--- src/rtl/alu_seq_pkg.sv ---
// Shared constants, op codes, FSM states and response payload for the two-pass 32-bit ALU.
package alu_seq_pkg;

    localparam int unsigned DATA_W = 32;
    localparam int unsigned HALF_W = 16;
    localparam int unsigned OP_W   = 3;

    localparam logic [OP_W-1:0] OP_AND = 3'd0;
    localparam logic [OP_W-1:0] OP_OR  = 3'd1;
    localparam logic [OP_W-1:0] OP_ADD = 3'd2;
    localparam logic [OP_W-1:0] OP_XOR = 3'd3;
    localparam logic [OP_W-1:0] OP_NOR = 3'd4;
    localparam logic [OP_W-1:0] OP_ILL = 3'd5;
    localparam logic [OP_W-1:0] OP_SUB = 3'd6;
    localparam logic [OP_W-1:0] OP_SLT = 3'd7;

    typedef enum logic [1:0] {
        ST_IDLE = 2'd0,
        ST_LO   = 2'd1,
        ST_HI   = 2'd2,
        ST_DONE = 2'd3
    } state_e;

    typedef struct packed {
        logic [DATA_W-1:0] result;
        logic              carry;
        logic              overflow;
        logic              zero;
        logic              illegal;
    } alu_resp_t;

    // SUB and SLT both run the adder as a + ~b + 1
    function automatic logic is_sub(input logic [OP_W-1:0] op);
        return (op == OP_SUB) || (op == OP_SLT);
    endfunction

endpackage

--- src/rtl/cla_16.sv ---
// 16-bit carry-lookahead slice: sum/carry plus bitwise AND/OR/XOR/NOR of the same operands.
module cla_16
    import alu_seq_pkg::*;
(
    input  logic [HALF_W-1:0] a,
    input  logic [HALF_W-1:0] b,
    input  logic              cin,
    output logic [HALF_W-1:0] sum_c,
    output logic [HALF_W-1:0] and_c,
    output logic [HALF_W-1:0] or_c,
    output logic [HALF_W-1:0] xor_c,
    output logic [HALF_W-1:0] nor_c,
    output logic              cout_c
);

    localparam int unsigned GRP_W = 4;
    localparam int unsigned N_GRP = HALF_W / GRP_W;

    logic [HALF_W-1:0] g;
    logic [HALF_W-1:0] p;
    logic [HALF_W-1:0] c;
    logic [N_GRP-1:0]  grp_g;
    logic [N_GRP-1:0]  grp_p;
    logic [N_GRP:0]    grp_c;

    assign g = a & b;
    assign p = a ^ b;

    // Group generate/propagate, group carries, then per-bit carries inside each group
    always_comb begin
        grp_g = '0;
        grp_p = '0;
        grp_c = '0;
        c     = '0;
        for (int k = 0; k < N_GRP; k++) begin
            grp_g[k] = g[4*k+3]
                     | (p[4*k+3] & g[4*k+2])
                     | (p[4*k+3] & p[4*k+2] & g[4*k+1])
                     | (p[4*k+3] & p[4*k+2] & p[4*k+1] & g[4*k]);
            grp_p[k] = &p[4*k +: 4];
        end
        grp_c[0] = cin;
        for (int k = 0; k < N_GRP; k++) begin
            grp_c[k+1] = grp_g[k] | (grp_p[k] & grp_c[k]);
        end
        for (int k = 0; k < N_GRP; k++) begin
            c[4*k]   = grp_c[k];
            c[4*k+1] = g[4*k]   | (p[4*k]   & grp_c[k]);
            c[4*k+2] = g[4*k+1] | (p[4*k+1] & g[4*k])
                     | (p[4*k+1] & p[4*k] & grp_c[k]);
            c[4*k+3] = g[4*k+2] | (p[4*k+2] & g[4*k+1])
                     | (p[4*k+2] & p[4*k+1] & g[4*k])
                     | (p[4*k+2] & p[4*k+1] & p[4*k] & grp_c[k]);
        end
    end

    assign sum_c  = p ^ c;
    assign cout_c = grp_c[N_GRP];
    assign and_c  = g;
    assign or_c   = a | b;
    assign xor_c  = p;
    assign nor_c  = ~(a | b);

endmodule

--- src/rtl/alu_seq32.sv ---
// 32-bit ALU that time-shares one 16-bit CLA slice: low half in LO, high half in HI.
module alu_seq32
    import alu_seq_pkg::*;
(
    input  logic              clk,
    input  logic              rst,
    input  logic              in_valid,
    output logic              in_ready,
    input  logic [OP_W-1:0]   op,
    input  logic [DATA_W-1:0] a,
    input  logic [DATA_W-1:0] b,
    output logic              out_valid,
    input  logic              out_ready,
    output logic [DATA_W-1:0] result,
    output logic              carry,
    output logic              overflow,
    output logic              zero,
    output logic              illegal
);

    state_e            state_q, state_d;
    logic [OP_W-1:0]   op_q, op_d;
    logic [DATA_W-1:0] a_q, a_d;
    logic [DATA_W-1:0] b_q, b_d;
    logic [HALF_W-1:0] lo_res_q, lo_res_d;
    logic              lo_carry_q, lo_carry_d;
    alu_resp_t         resp_q, resp_d;
    logic              in_ready_q, in_ready_d;
    logic              out_valid_q, out_valid_d;

    logic              sub_c;
    logic [DATA_W-1:0] b_eff_c;
    logic [HALF_W-1:0] slice_a_c;
    logic [HALF_W-1:0] slice_b_c;
    logic              slice_cin_c;
    logic [HALF_W-1:0] sum_c, and_c, or_c, xor_c, nor_c;
    logic              cout_c;
    logic [HALF_W-1:0] half_res_c;
    logic              ovf_c;
    logic [DATA_W-1:0] full_res_c;

    assign sub_c       = is_sub(op_q);
    assign b_eff_c     = sub_c ? ~b_q : b_q;
    assign slice_a_c   = (state_q == ST_HI) ? a_q[DATA_W-1:HALF_W]     : a_q[HALF_W-1:0];
    assign slice_b_c   = (state_q == ST_HI) ? b_eff_c[DATA_W-1:HALF_W] : b_eff_c[HALF_W-1:0];
    assign slice_cin_c = (state_q == ST_HI) ? lo_carry_q : sub_c;

    cla_16 u_slice (
        .a      (slice_a_c),
        .b      (slice_b_c),
        .cin    (slice_cin_c),
        .sum_c  (sum_c),
        .and_c  (and_c),
        .or_c   (or_c),
        .xor_c  (xor_c),
        .nor_c  (nor_c),
        .cout_c (cout_c)
    );

    // Per-op selection of the slice output for the half currently in flight
    always_comb begin
        half_res_c = '0;
        case (op_q)
            OP_AND:                 half_res_c = and_c;
            OP_OR:                  half_res_c = or_c;
            OP_XOR:                 half_res_c = xor_c;
            OP_NOR:                 half_res_c = nor_c;
            OP_ADD, OP_SUB, OP_SLT: half_res_c = sum_c;
            default:                half_res_c = '0;
        endcase
    end

    // Only meaningful in HI, where the slice sum bit 15 is result bit 31
    assign ovf_c      = (a_q[DATA_W-1] == b_eff_c[DATA_W-1]) && (sum_c[HALF_W-1] != a_q[DATA_W-1]);
    assign full_res_c = {half_res_c, lo_res_q};

    always_comb begin
        state_d    = state_q;
        op_d       = op_q;
        a_d        = a_q;
        b_d        = b_q;
        lo_res_d   = lo_res_q;
        lo_carry_d = lo_carry_q;
        resp_d     = resp_q;
        case (state_q)
            ST_IDLE: begin
                if (in_valid) begin
                    state_d = ST_LO;
                    op_d    = op;
                    a_d     = a;
                    b_d     = b;
                end
            end
            ST_LO: begin
                state_d    = ST_HI;
                lo_res_d   = half_res_c;
                lo_carry_d = cout_c;
            end
            ST_HI: begin
                state_d = ST_DONE;
                resp_d  = '0;
                case (op_q)
                    OP_ADD, OP_SUB: begin
                        resp_d.result   = full_res_c;
                        resp_d.carry    = cout_c;
                        resp_d.overflow = ovf_c;
                    end
                    OP_SLT:  resp_d.result  = {(DATA_W-1)'(0), sum_c[HALF_W-1] ^ ovf_c};
                    OP_ILL:  resp_d.illegal = 1'b1;
                    default: resp_d.result  = full_res_c;
                endcase
                resp_d.zero = (resp_d.result == '0);
            end
            ST_DONE: begin
                if (out_ready) begin
                    state_d = ST_IDLE;
                end
            end
            default: state_d = ST_IDLE;
        endcase
        in_ready_d  = (state_d == ST_IDLE);
        out_valid_d = (state_d == ST_DONE);
    end

    always_ff @(posedge clk) begin
        if (rst) begin
            state_q     <= ST_IDLE;
            op_q        <= '0;
            a_q         <= '0;
            b_q         <= '0;
            lo_res_q    <= '0;
            lo_carry_q  <= 1'b0;
            resp_q      <= '0;
            in_ready_q  <= 1'b1;
            out_valid_q <= 1'b0;
        end else begin
            state_q     <= state_d;
            op_q        <= op_d;
            a_q         <= a_d;
            b_q         <= b_d;
            lo_res_q    <= lo_res_d;
            lo_carry_q  <= lo_carry_d;
            resp_q      <= resp_d;
            in_ready_q  <= in_ready_d;
            out_valid_q <= out_valid_d;
        end
    end

    assign in_ready  = in_ready_q;
    assign out_valid = out_valid_q;
    assign result    = resp_q.result;
    assign carry     = resp_q.carry;
    assign overflow  = resp_q.overflow;
    assign zero      = resp_q.zero;
    assign illegal   = resp_q.illegal;

endmodule

--- config.mk ---
export PLATFORM = sky130hd
export DESIGN_NAME = alu_seq32
export DESIGN_NICKNAME = d
export VERILOG_FILES = /design/src/rtl/alu_seq_pkg.sv /design/src/rtl/cla_16.sv /design/src/rtl/alu_seq32.sv
export SDC_FILE = /design/constraint.sdc
export NUM_CORES = 1
export LEC_CHECK = 0
export ABC_CLOCK_PERIOD_IN_PS = 5200
export BUFFER_PORTS_ARGS = -buffer_cell sky130_fd_sc_hd__buf_2
export CORE_AREA = 4 4 128 130
export DETAILED_ROUTE_END_ITERATION = 12
export DIE_AREA = 0 0 132 134
export HOLD_SLACK_MARGIN = 0.05
export PLACE_DENSITY = 0.78
export SETUP_SLACK_MARGIN = 0.2
export SLEW_MARGIN = 30
export SYNTH_ARGS = -nofsm -noshare
export SYNTH_HDL_FRONTEND = slang
export SYNTH_HIERARCHICAL = 1
export SYNTH_SLANG_ARGS = --single-unit
--- constraint.sdc ---
create_clock -name clk -period 5.2 [get_ports clk]
set_input_delay 0.26 -clock clk [delete_from_list [all_inputs] [get_ports clk]]
set_output_delay 0.26 -clock clk [all_outputs]
set_load 0.05 [all_outputs]
==> summary.md <==
| Metric | Value |
|---|---|
| Status | `finished clean` |
| Final Hold Vio Count | `0` |
| Max FO, Critical Path | `16` |
| Crit share post-route | `between 90% and 100%` |
| Clk_skew | `~0.017 ns` |
| Post-synth top cells | `211 x nand2_1, 124 x dfxtp_1, 108 x a21oi_1, 68 x nor2_1, 60 x inv_1` |
| IO Pins | `~110` |
| Post-synth EDFFs | `0` |
| Slew HR | `between 40% and 50%` |
| Cell depth of the worst flop-to-flop path | `17` |
| Sequential Power Share | `a little under two fifths` |
| TritonCTS clock tree | `done` |
| Max Fclk | `between 0.2 and 0.25 GHz` |
| Share of the synthesized area in the top cell type | `36.8%` |
| Die Wd | `between 100 and 150 microns` |
| Max Cap Viol | `0` |
| Utilization after layout | `~53%` |
| Reg2Reg Setup Slack | `between 0.4 and 0.5 ns` |
| Port Buf Inserts | `roughly 110` |
| H-tree levels | `4` |
| #FFs+latches synth | `124` |
| Async SR Flop Fraction | `0%` |
| Ant. Diodes | `0` |
| Post-route setup TNS | `0 ns` |
| FF-to-FF End | `zero$_SDFFE_PP0P_` |
| Largest net degree at the start of global routing | `slightly below 70` |
| Worst skew pair latency | `~0.43 ns` |
| Dominant synthesized flop cell | `dfxtp_1` |
| Sinks on Clock Net | `between 100 and 150` |
| Net Count, Synth | `988` |
| R2r startpoint | `state_q[1]$_SDFF_PP0_` |
| Rows | `between 40 and 50` |
| Initial antenna violation count | `0` |
| Vias in the first global route | `between 5000 and 6000` |
| Area growth from synthesis to layout | `18.7%` |
| DR iter-0 viols | `about 570` |
| Slew Limit Fails | `0` |
| Logic pwr share | `about a quarter` |
| Initial Util | `approximately 45%` |
| Crit path kind | `reg -> reg` |
| Fill cell count | `between 1000 and 1500` |
| Routed len/inst | `~16 microns` |
| Switching share of power | `32.8%` |
| Drt drc | `0` |
| CP startpoint kind | `register` |
| HP Class | `in -> reg` |
| Clock Power Share | `38.6%` |
| First-pass GRT wire length | `approximately 30 mm` |
| Finished Cell Area | `roughly 8000 sq um` |
| RSZ-0062 raised after global routing | `no` |
| GRT overflow | `0` |
| Cell with the most instances after synthesis | `nand2_1` |
| CTS max path bufs | `2` |
| Post-Synthesis Cells | `slightly below 900` |
| Die Height | `around 130 microns` |
| Ratio of cells with drive above 1 in the final layout | `about 18%` |
| Synth area leader | `dfxtp_1` |
| Clk pin slew, worst setup/hold paths | `~0.060 ns` |
| Hold EP | `b_q[26]$_SDFFE_PP0P_` |
| # setup viols final | `0` |
| Worst-Margin Slew | `approximately 0.8 ns` |
| Routed via count | `around 6300` |
| Buffer count from post-CTS setup fixing | `0` |
| Ys Warns | `6` |
| Min cycle time layout | `about 4.7 ns` |
| Final ANT Viol Nets | `0` |
| Via/cell ratio | `between 5 and 6` |
| P_int | `1.92 mW` |
| Register area share after synthesis | `between 30% and 40%` |
| WHS Path Cells | `3` |
| Total iterations of the first detailed-routing run | `6` |
| Synthesized cell area | `between 6000 and 7000 sq um` |
| Hold Crit Start | `b[26]` |
| Leak | `3.55 nW` |
| Switching Power | `about 0.94 mW` |
| Netlist cell types | `58` |
| Detailed Route WL | `between 15 and 20 mm` |
| Max IR drop VDD | `between 0.0002 and 0.0003 V` |
| Tot Pwr | `around 2.9 mW` |
| Placed Area | `around 7400 sq um` |
| Worst Path Arrival | `around 5.1 ns` |
| Final nets | `approximately 1100` |
| Top post-synthesis cells by area | `dfxtp_1 37%, nand2_1 12%, a21oi_1 8.0%` |
| Detailed placement HPWL | `13.5 mm` |
| Root buffer cell | `clkbuf_16` |
| CTS Buf Count | `17` |
| Mean post-synth cell area | `about 7.7 sq um` |
| Crit path capture type | `register` |
| CP required | `about 5.5 ns` |
| Die area | `around 18000 sq um` |
| GP Congestion | `0.984` |
| Pwr Density | `around 360 nW/um^2` |
| Overall Global Routing Usage | `about a fifth` |
| Core Box Area | `15100 sq um` |
[worst max-delay path, stage by stage, from the launching register on]
cell      delay, ns
dfxtp_1        0.55
inv_1          0.21
nor2_4         0.37
nand2_1        0.09
nand2_1        0.14
inv_1          0.07
ha_1           0.38
a21oi_1        0.17
nand2_1        0.07
or2_2          0.33
a21oi_1        0.31
inv_1          0.10
fa_1           0.39
xor2_1         0.20
or4_1          0.53
a211oi_1       0.23
nand4_1        0.14
o41ai_2        0.35
[layout by cell type, fill, tap and decap left out, types with 4 or more instances in the layout]
cell | Yosys | final
a211oi_1 | 9 | 9
nand2b_1 | 8 | 6
nand2_1 | 211 | 211
mux2_1 | 6 | 6
a221o_1 | 4 | 4
xnor2_1 | 5 | 5
o21ai_0 | 6 | 6
clkbuf_16 | 0 | 17
nand3_1 | 12 | 12
nor2b_1 | 7 | 7
ha_1 | 32 | 32
a21oi_1 | 108 | 108
xor2_1 | 23 | 23
o221ai_1 | 4 | 4
nor2_1 | 68 | 66
clkinvlp_4 | 0 | 7
buf_2 | 2 | 107
o21ai_1 | 4 | 4
a21o_1 | 6 | 6
mux2i_1 | 23 | 23
nor4_1 | 4 | 4
a221oi_1 | 6 | 6
dfxtp_1 | 124 | 124
a22oi_1 | 35 | 35
inv_1 | 60 | 60
buf_4 | 1 | 17
a311oi_1 | 4 | 4
fa_1 | 4 | 4
mux2_2 | 4 | 4
[metrics by stage]
step	setup slack [ns]	std cells	hold WS (ns)
after detailed placement	0.372	1135	0.447
final	0.459	1168	0.0651
after global placement	0.475	1135	0.443
after global routing	0.199	1168	0.0689
after floorplan	0.292	881	0.383
after CTS	0.383	1167	0.0515
[flip-flops by register name (all words and copies together) (netlist names)]
register and flops:
in_ready 1, op_q 3, overflow 1, carry 1, zero 1, a_q 32
lo_res_q 16, out_valid 1, state_q 2, b_q 32, result 32, lo_carry_q 1
illegal 1
[power by group through the flow]
stage               logic [mW]  clock network (mW)  registers, mW
floorplan                0.461                   0           1.11
global placement         0.664                   0           1.08
detailed placement       0.680                   0           1.08
CTS                      0.682                1.12           1.06
global route             0.766                1.16           1.07
finish                   0.697                1.10           1.06
[layer usage]
| layer | track usage [%] | vias to the layer above | wire length [microns] | part of all wire, % |
|---|---|---|---|---|
| met4 | 7.70 | 0 | 354 | 1.9 |
| met3 | 4.46 | 28 | 1260 | 6.8 |
| met2 | 33.3 | 231 | 8450 | 46 |
| met1 | 27.4 | 2907 | 8480 | 46 |
| met5 | 0 | - | 0 | 0 |
| li1 | - | 3154 | - | - |
[what timing repair did]
item / CTS / global route
setup endpoints to repair: 0 / 1
resized for setup: 0 / 2
hold buffers: 0 / 0
[worst max-delay path by stage]
stage / from / endpoint / slack (ns) / cells after the start
floorplan: op_q[1]$_SDFFE_PP0P_ / zero$_SDFFE_PP0P_ / 0.29 / 18
finish: state_q[1]$_SDFF_PP0_ / zero$_SDFFE_PP0P_ / 0.46 / 17
global route: state_q[1]$_SDFF_PP0_ / zero$_SDFFE_PP0P_ / 0.20 / 17
global placement: state_q[0]$_SDFF_PP0_ / zero$_SDFFE_PP0P_ / 0.47 / 16
CTS: state_q[0]$_SDFF_PP0_ / zero$_SDFFE_PP0P_ / 0.38 / 16
detailed placement: state_q[0]$_SDFF_PP0_ / zero$_SDFFE_PP0P_ / 0.37 / 16
[cell type report]
| class | count | area, sq um | share of cell area [%] |
|---|---|---|---|
| Clock inverter | 13 | 119 | 1.49 |
| Clock buffer | 19 | 443 | 5.53 |
| Multi-Input combinational cell | 640 | 3840 | 47.9 |
| Inverter | 60 | 225 | 2.81 |
| Tap cell | 188 | 235 | 2.94 |
| Timing Repair Buffer | 124 | 663 | 8.29 |
| Sequential cell | 124 | 2480 | 31.0 |
[cells by family (layout without fill, tap and decap cells)]
logic type	Yosys count	count (layout)	synth area share [%]
xor gates and xnor gates	28	28	3.64
muxes	33	33	5.09
adders and majority gates	36	36	7.13
DFF	124	124	36.8
buffers and inverters	118	216	6.77
AOI/OAI and AO/OA	211	211	20.0
and+or+nand+nor	331	332	20.5
Note: power is estimated with default switching activity, not from simulation.
